[src/rtl/sel_ajuste_campos.sv]
// Field cursor and per-field value editor for the clock/date/chronometer adjust path.
// Buttons are edge-detected here; every output is registered and updated on the edge that samples the action.
module sel_ajuste_campos #(
  parameter int                                NUM_CAMPOS  = 3,
  parameter int                                ANCHO_CAMPO = 2,
  parameter int                                ANCHO_VAL   = 6,
  parameter logic [NUM_CAMPOS*ANCHO_VAL-1:0]   MAX_VALS    = {6'd59, 6'd59, 6'd23},
  parameter bit                                WRAP_CURSOR = 1'b1
) (
  input  logic                                 clk,
  input  logic                                 rst,
  input  logic                                 en_ajuste,
  input  logic                                 btn_der,
  input  logic                                 btn_izq,
  input  logic                                 btn_arriba,
  input  logic                                 btn_abajo,
  input  logic                                 cargar,
  input  logic [NUM_CAMPOS*ANCHO_VAL-1:0]      dato_carga,
  output logic [ANCHO_CAMPO-1:0]               campo_sel,
  output logic [NUM_CAMPOS-1:0]                en_campo,
  output logic [NUM_CAMPOS*ANCHO_VAL-1:0]      valores,
  output logic                                 cambio
);

  localparam logic [ANCHO_CAMPO-1:0] ULTIMO = ANCHO_CAMPO'(NUM_CAMPOS - 1);

  logic [3:0]                        niveles;
  logic [3:0]                        prev;
  logic [3:0]                        pulsos;
  logic                              p_der, p_izq, p_arr, p_aba;

  logic [ANCHO_CAMPO-1:0]            cursor_sig;
  logic [NUM_CAMPOS-1:0]             en_sig;
  logic [NUM_CAMPOS*ANCHO_VAL-1:0]   valores_sig;
  logic                              cambio_sig;
  logic [ANCHO_VAL-1:0]              campo_act;
  logic [ANCHO_VAL-1:0]              max_act;
  logic [ANCHO_VAL-1:0]              nuevo;
  logic [ANCHO_VAL-1:0]              dato_i;
  logic [ANCHO_VAL-1:0]              max_i;

  assign niveles = {btn_der, btn_izq, btn_arriba, btn_abajo};
  assign pulsos  = niveles & ~prev;
  assign p_der   = pulsos[3];
  assign p_izq   = pulsos[2];
  assign p_arr   = pulsos[1];
  assign p_aba   = pulsos[0];

  always_comb begin
    cursor_sig  = campo_sel;
    valores_sig = valores;
    cambio_sig  = 1'b0;
    campo_act   = '0;
    max_act     = '0;
    nuevo       = '0;
    dato_i      = '0;
    max_i       = '0;
    en_sig      = '0;

    // Value edits target the field selected before this cycle's cursor move.
    for (int unsigned i = 0; i < NUM_CAMPOS; i++) begin
      if (campo_sel == ANCHO_CAMPO'(i)) begin
        campo_act = valores[i*ANCHO_VAL +: ANCHO_VAL];
        max_act   = MAX_VALS[i*ANCHO_VAL +: ANCHO_VAL];
      end
    end

    if (cargar) begin
      for (int unsigned i = 0; i < NUM_CAMPOS; i++) begin
        dato_i = dato_carga[i*ANCHO_VAL +: ANCHO_VAL];
        max_i  = MAX_VALS[i*ANCHO_VAL +: ANCHO_VAL];
        valores_sig[i*ANCHO_VAL +: ANCHO_VAL] = (dato_i > max_i) ? max_i : dato_i;
      end
    end else if (en_ajuste) begin
      if (p_der && !p_izq) begin
        if (campo_sel == ULTIMO) cursor_sig = WRAP_CURSOR ? '0 : ULTIMO;
        else                     cursor_sig = campo_sel + ANCHO_CAMPO'(1);
      end else if (p_izq && !p_der) begin
        if (campo_sel == '0) cursor_sig = WRAP_CURSOR ? ULTIMO : '0;
        else                 cursor_sig = campo_sel - ANCHO_CAMPO'(1);
      end

      if (p_arr != p_aba) begin
        cambio_sig = 1'b1;
        if (p_arr) nuevo = (campo_act == max_act) ? '0 : campo_act + ANCHO_VAL'(1);
        else       nuevo = (campo_act == '0) ? max_act : campo_act - ANCHO_VAL'(1);
        for (int unsigned i = 0; i < NUM_CAMPOS; i++) begin
          if (campo_sel == ANCHO_CAMPO'(i)) valores_sig[i*ANCHO_VAL +: ANCHO_VAL] = nuevo;
        end
      end
    end

    if (en_ajuste) begin
      for (int unsigned i = 0; i < NUM_CAMPOS; i++) begin
        if (cursor_sig == ANCHO_CAMPO'(i)) en_sig[i] = 1'b1;
      end
    end
  end

  always_ff @(posedge clk) begin
    if (rst) begin
      prev      <= '0;
      campo_sel <= '0;
      en_campo  <= '0;
      valores   <= '0;
      cambio    <= 1'b0;
    end else begin
      prev      <= niveles;
      campo_sel <= cursor_sig;
      en_campo  <= en_sig;
      valores   <= valores_sig;
      cambio    <= cambio_sig;
    end
  end

endmodule

[config.mk]
export PLATFORM = sky130hd
export DESIGN_NAME = sel_ajuste_campos
export DESIGN_NICKNAME = d
export VERILOG_FILES = /design/src/rtl/sel_ajuste_campos.sv
export SDC_FILE = /design/constraint.sdc
export NUM_CORES = 1
export LEC_CHECK = 0
export ABC_AREA = 1
export CAP_MARGIN = 15
export CORE_AREA = 3 3 66 68
export CTS_CLUSTER_DIAMETER = 40
export CTS_CLUSTER_SIZE = 16
export DETAILED_ROUTE_END_ITERATION = 8
export DIE_AREA = 0 0 69 71
export PLACE_DENSITY = 0.78
export SETUP_SLACK_MARGIN = 0.5
export SLEW_MARGIN = 10
export SYNTH_ARGS = -nofsm -noshare
export SYNTH_HDL_FRONTEND = slang
export SYNTH_SLANG_ARGS = --single-unit
[constraint.sdc]
create_clock -name clk -period 5.8 [get_ports clk]
set_input_delay 0.87 -clock clk [delete_from_list [all_inputs] [get_ports clk]]
set_output_delay 0.87 -clock clk [all_outputs]
set_load 0.02 [all_outputs]
Word-level counts from Yosys, hierarchy flattened:

Cells that the tools add are included.

* register bits after elaboration: 28
* bits of input ports: 26

* add/sub/neg operators: 4
* order comparisons: 3
* equality and inequality tests: 6
* multiplexer cells: 28
* bitwise logic cells: 3
* reduce and logical (&&, ||, !) cells: 17

Operators with widths (count)
* $mux 6: 14
* $mux 18: 3
* $gt 6x6->1 const B: 2
* $mux 2: 6
* $reduce_bool 2->1: 5
* $reduce_and 3->1: 3
* $add 6x1->6 const B: 1
* $eq 6x6->1: 1
* $gt 6x5->1 const B: 1
* $logic_not 6->1: 1
* $sub 6x1->6 const B: 1
* $mux 5: 1
* $and 4x4->4: 1
* $eq 2x1->1 const B: 2
* $eq 2x2->1 const B: 2
* $logic_not 2->1: 2
* $mux 1: 4
* $not 4->4: 1
* $reduce_or 3->1: 1
* $add 2x1->2 const B: 1
* $logic_and 1x1->1: 2
* $logic_not 1->1: 2
* $reduce_or 2->1: 1
* $sub 2x1->2 const B: 1
* other kinds (2): 2

Depth between registers and ports, before layout:

* depth in word-level cells: 11
* gate-level depth with buffers: 18

Worst setup path after synthesis:

No wires, ideal clock.

* path type: register -> register
* start point: reg campo_sel[1]
* end point: reg valores[0]
* data arrival time: 2.181 ns
* path slack: 3.553 ns
* cell stages (with the launch flop): 18
* buffers on the path: 1
* clock period less this slack: 2.247 ns
* path through: dfxtp_1 inv_1 ha_1 buf_6 inv_4 nand2_1 nand2_1 nand2_4 inv_2 ha_1 nand3_2 nor2_4 nand2_2 o21ai_1 nand2_1 o21ai_2 nand2_2 a21oi_2

* word-level cells in the longest chain between the ends: 11
* elaborated cells on any way between the ends: 22

RTL lines
* start, declared: line 19 `output logic [ANCHO_CAMPO-1:0] campo_sel,`
* start signal, assigned: line 109 `campo_sel <= cursor_sig;`
* $logic_not 2->1: line 62, 88
* $mux 6 / $mux 5 (equally long branches): line 62 `if (campo_sel == ANCHO_CAMPO'(i)) begin`
* $mux 6 (2 in a row): line 62
* $sub 6x1->6 (tied with other cells): line 86 `else nuevo = (campo_act == '0) ? max_act : campo_act - ANCHO_VAL'(1);`
* $mux 6, on equally long branches: line 86, 85
* $mux 6: line 85 `if (p_arr) nuevo = (campo_act == max_act) ? '0 : campo_act + ANCHO_VAL'(1);`
* $mux 6: line 88 `if (campo_sel == ANCHO_CAMPO'(i)) valores_sig[i*ANCHO_VAL +: ANCHO_VAL] = nuevo;`
* $mux 18: line 83 `if (p_arr != p_aba) begin`
* $mux 18: line 74 `end else if (en_ajuste) begin`
* $mux 18: line 68 `if (cargar) begin`
* end signal, assigned: line 111 `valores <= valores_sig;`
* end, declared: line 21 `output logic [NUM_CAMPOS*ANCHO_VAL-1:0] valores,`

Parallel ways exist; a longest one is shown, timed or not. The select of a mux whose other input is x is not followed.
A chain may end at the register's enable or synchronous reset.

Worst setup path after layout:

* start point: in btn_arriba
* end point: reg valores[6]

* word-level cells in the longest chain between the ends: 6
* elaborated cells on any way between the ends: 9

RTL lines
* start, declared: line 15 `input logic btn_arriba,`
* $and 4x4->4 *: line 43 `assign pulsos = niveles & ~prev;`
* $mux 6: line 85
* $mux 6: line 88
* $mux 18: line 83
* $mux 18: line 74
* $mux 18: line 68

Mark *: on every way between the ends. The rest lies on a longest branch, timed or not. The select of a mux whose other input is x is not followed.

==> results.sh <==
export IMPL_status="completed"
export IMPL_worst_path_largest_cell_delay_ns=0.45
export IMPL_critPathTopFamily="compound AO/OA/AOI/OAI gates"
export IMPL_leakagePower_nw=1.05
export IMPL_wl_met2_microns=2390
export IMPL_cts_made_buffers=3
export IMPL_synth_top_flop_cell="dfxtp_1"
export IMPL_antenna_cells=0
export IMPL_first_pass_iters=5
export IMPL_syn_inst=277
export IMPL_clk_latency_ns=0.28
export IMPL_r2r_slack_ns=3.17
export IMPL_required_ns=5.97
export IMPL_critical_path_max_fanout=7
export IMPL_gr_total_overflow=0
export IMPL_io_buffers=49
export IMPL_fill_cells=365
export IMPL_async_reset_ff_share_pct=0
export IMPL_path_cells="clkdlybuf4s50_1 > inv_1 > nor2_2 > xnor2_1 > nor2_1 > a21oi_1 > inv_1 > o21ai_0 > a21oi_2"
export IMPL_detailedPlace_worstSlack_ns=2.90
export IMPL_dr_max_layer_used="met4"
export IMPL_fmax_ghz=0.376
export IMPL_final_cell_mix="49 x clkdlybuf4s50_1, 46 x nand2_1, 31 x nor2_1, 29 x inv_1, 28 x dfxtp_1"
export IMPL_start_util_pct=48.8
export IMPL_synth_cell_types=34
export IMPL_dp_cells=369
export IMPL_die_width_microns=69
export IMPL_clockRootBuffer="clkbuf_8"
export IMPL_critical_path_class="primary input to register"
export IMPL_cts_buffer_depth=2
export IMPL_wl_met1_microns=2340
export IMPL_drt_iter0_markers=150
export IMPL_rows=23
export IMPL_syn_nets=311
export IMPL_route_detailed_vias_per_inst=5.31
export IMPL_drv_slew=0
export IMPL_hp_class="register to register"
export IMPL_drive_gt1_share_pct=13.7
export IMPL_dieArea_sq_um=4900
export IMPL_routabilityCongestion=0.934
export IMPL_cts_setup_buffers=0
export IMPL_synth_edff_count=0
export IMPL_final_net_count=358
export IMPL_seqCellArea_sq_um=561
export IMPL_path_buf_inv=3
export IMPL_instances_no_fill=372
export IMPL_route_met3_wl_microns=323
export IMPL_yosysSeqAreaShare_pct=29.4
export IMPL_yosys_register_bits=28
export IMPL_finClkSkew_ns=0.00564
export IMPL_pin_count=50
export IMPL_vdd_drop_max_mv=0.119
export IMPL_powerDensity_nw_per_um2=237
export IMPL_max_slew_margin_pct=53.9
export IMPL_vias=1975
export IMPL_worst_pin_slew_ns=0.689
export IMPL_multi_input_area_sq_um=1180
export IMPL_finalCritPeriodShare_pct=45.9
export IMPL_final_common_cell="clkdlybuf4s50_1"
export IMPL_die_y_microns=71
export IMPL_cts_tree="yes"
export IMPL_crit_path_top_delay_cell="clkdlybuf4s50_1"
export IMPL_drc=0
export IMPL_wl_microns=5090
export IMPL_syn_avg_cell_area_sq_um=6.89
export IMPL_endpoint_kind="register"
export IMPL_grt_pass1_vias=1889
export IMPL_cp_data_arrival_time_ns=2.84
export IMPL_cts_max_level=1
export IMPL_wl_per_cell_microns=13.7
export IMPL_grt_max_degree=19
export IMPL_area_growth_synth_to_final_pct=29.1
export IMPL_period_needed_ns=2.66
export IMPL_clock_sinks=28
export IMPL_max_cap_viol_count=0
export IMPL_cts_hold_buf=0
export IMPL_worst_setup_path_start_kind="primary input"
export IMPL_fin_util_pct=63.0
export IMPL_core_area_sq_um=3910
export IMPL_worst_slack_ns=3.14
export IMPL_grt_use_total_pct=21.0
export IMPL_ys_warn_count=0
export IMPL_ant_nets=0
export IMPL_clk_pin_slew_ns=0.09
export IMPL_hold_viol=0
export IMPL_antenna_found_initial=0
export IMPL_dp_hpwl_microns=4010
export IMPL_grt_pass1_wl_microns=8540
export IMPL_setup_viol=0
export IMPL_rsz0062_at_grt="false"
export IMPL_synth_area_sq_um=1910
export IMPL_setup_tns_ns=0
export IMPL_crit_top_cell="inv_1"
export IMPL_ctsResizeCount=0
-- cell usage after synthesis (3+ instances only) --
master | count | area [sq um]
clkbuf_1 | 3 | 11.3
inv_1 | 29 | 109
ha_1 | 8 | 100
nand2_2 | 7 | 43.8
or2_2 | 4 | 25.0
a31oi_1 | 3 | 18.8
o21ai_2 | 5 | 43.8
dfxtp_1 | 28 | 561
nand3_2 | 3 | 30.0
o21ai_0 | 22 | 110
nand3_1 | 14 | 70.1
a21oi_1 | 25 | 125
xor2_1 | 3 | 26.3
a21oi_2 | 12 | 105
nand2_1 | 46 | 173
nor2_1 | 31 | 116
nand4_1 | 9 | 56.3
-- flip-flops by register name, indices dropped and copies added (netlist names) --
| name | flops |
|---|---|
| cambio | 1 |
| valores | 18 |
| prev | 4 |
| campo_sel | 2 |
| en_campo | 3 |
-- metrics by stage --
stage	area, sq um	hold WS (ns)	total power [mW]
after floorplan	1910	0.576	0.396
after global placement	2420	0.573	0.478
after detailed placement	2420	0.569	0.481
after CTS	2460	0.589	0.587
after global routing	2460	0.631	0.625
final	2460	0.588	0.585
-- final cells by class --
cell class / count / area share [%]
Clock buffer: 3 / 1.68
Inverter: 33 / 5.23
Multi-Input combinational cell: 209 / 47.9
Sequential cell: 28 / 22.7
Tap cell: 50 / 2.54
Timing Repair Buffer: 49 / 19.9
-- power breakdown --
group / total (mW) / switching (mW) / internal [mW]
clock network: 0.105 / 0.0587 / 0.0467
logic: 0.257 / 0.155 / 0.102
registers: 0.223 / 0.0145 / 0.209
-- cell families (layout without fill, tap and decap cells) --
group | after synthesis | in the layout | synth area share, %
adders and majority gates | 8 | 8 | 5.24
and+or+nand+nor | 121 | 121 | 29.9
DFF | 28 | 28 | 29.4
xor gates and xnor gates | 5 | 5 | 2.29
buffers and inverters | 40 | 85 | 8.78
AOI/OAI and AO/OA | 75 | 75 | 24.4
-- layer usage --
| metal | up-vias | global-route usage (%) |
|---|---|---|
| met5 | - | 0 |
| met4 | 0 | 7.16 |
| met3 | 6 | 3.41 |
| met2 | 63 | 34.4 |
| met1 | 888 | 28.2 |
| li1 | 1018 | - |
-- worst reg2reg max path: stages, from the launching register on --
cell      delay, ns
dfxtp_1        0.36
inv_1          0.12
ha_1           0.43
inv_4          0.10
nor2_1         0.10
nor2_1         0.05
nand2_1        0.12
nand2_4        0.10
inv_2          0.13
ha_1           0.20
nand3_2        0.11
nor2_4         0.17
nand2_1        0.08
o211ai_1       0.10
o21ai_2        0.08
nand2_1        0.16
a21oi_1        0.10
-- path summary, 6_finish.rpt --
kind | start | to | depth (start not counted)
max | btn_arriba | valores[6] | 9
min | valores[5] | valores[5] | 2
max reg2reg | campo_sel[1] | valores[14] | 16
min reg2reg | valores[5] | valores[5] | 2
No activity file was read; power rests on OpenSTA's default activity.
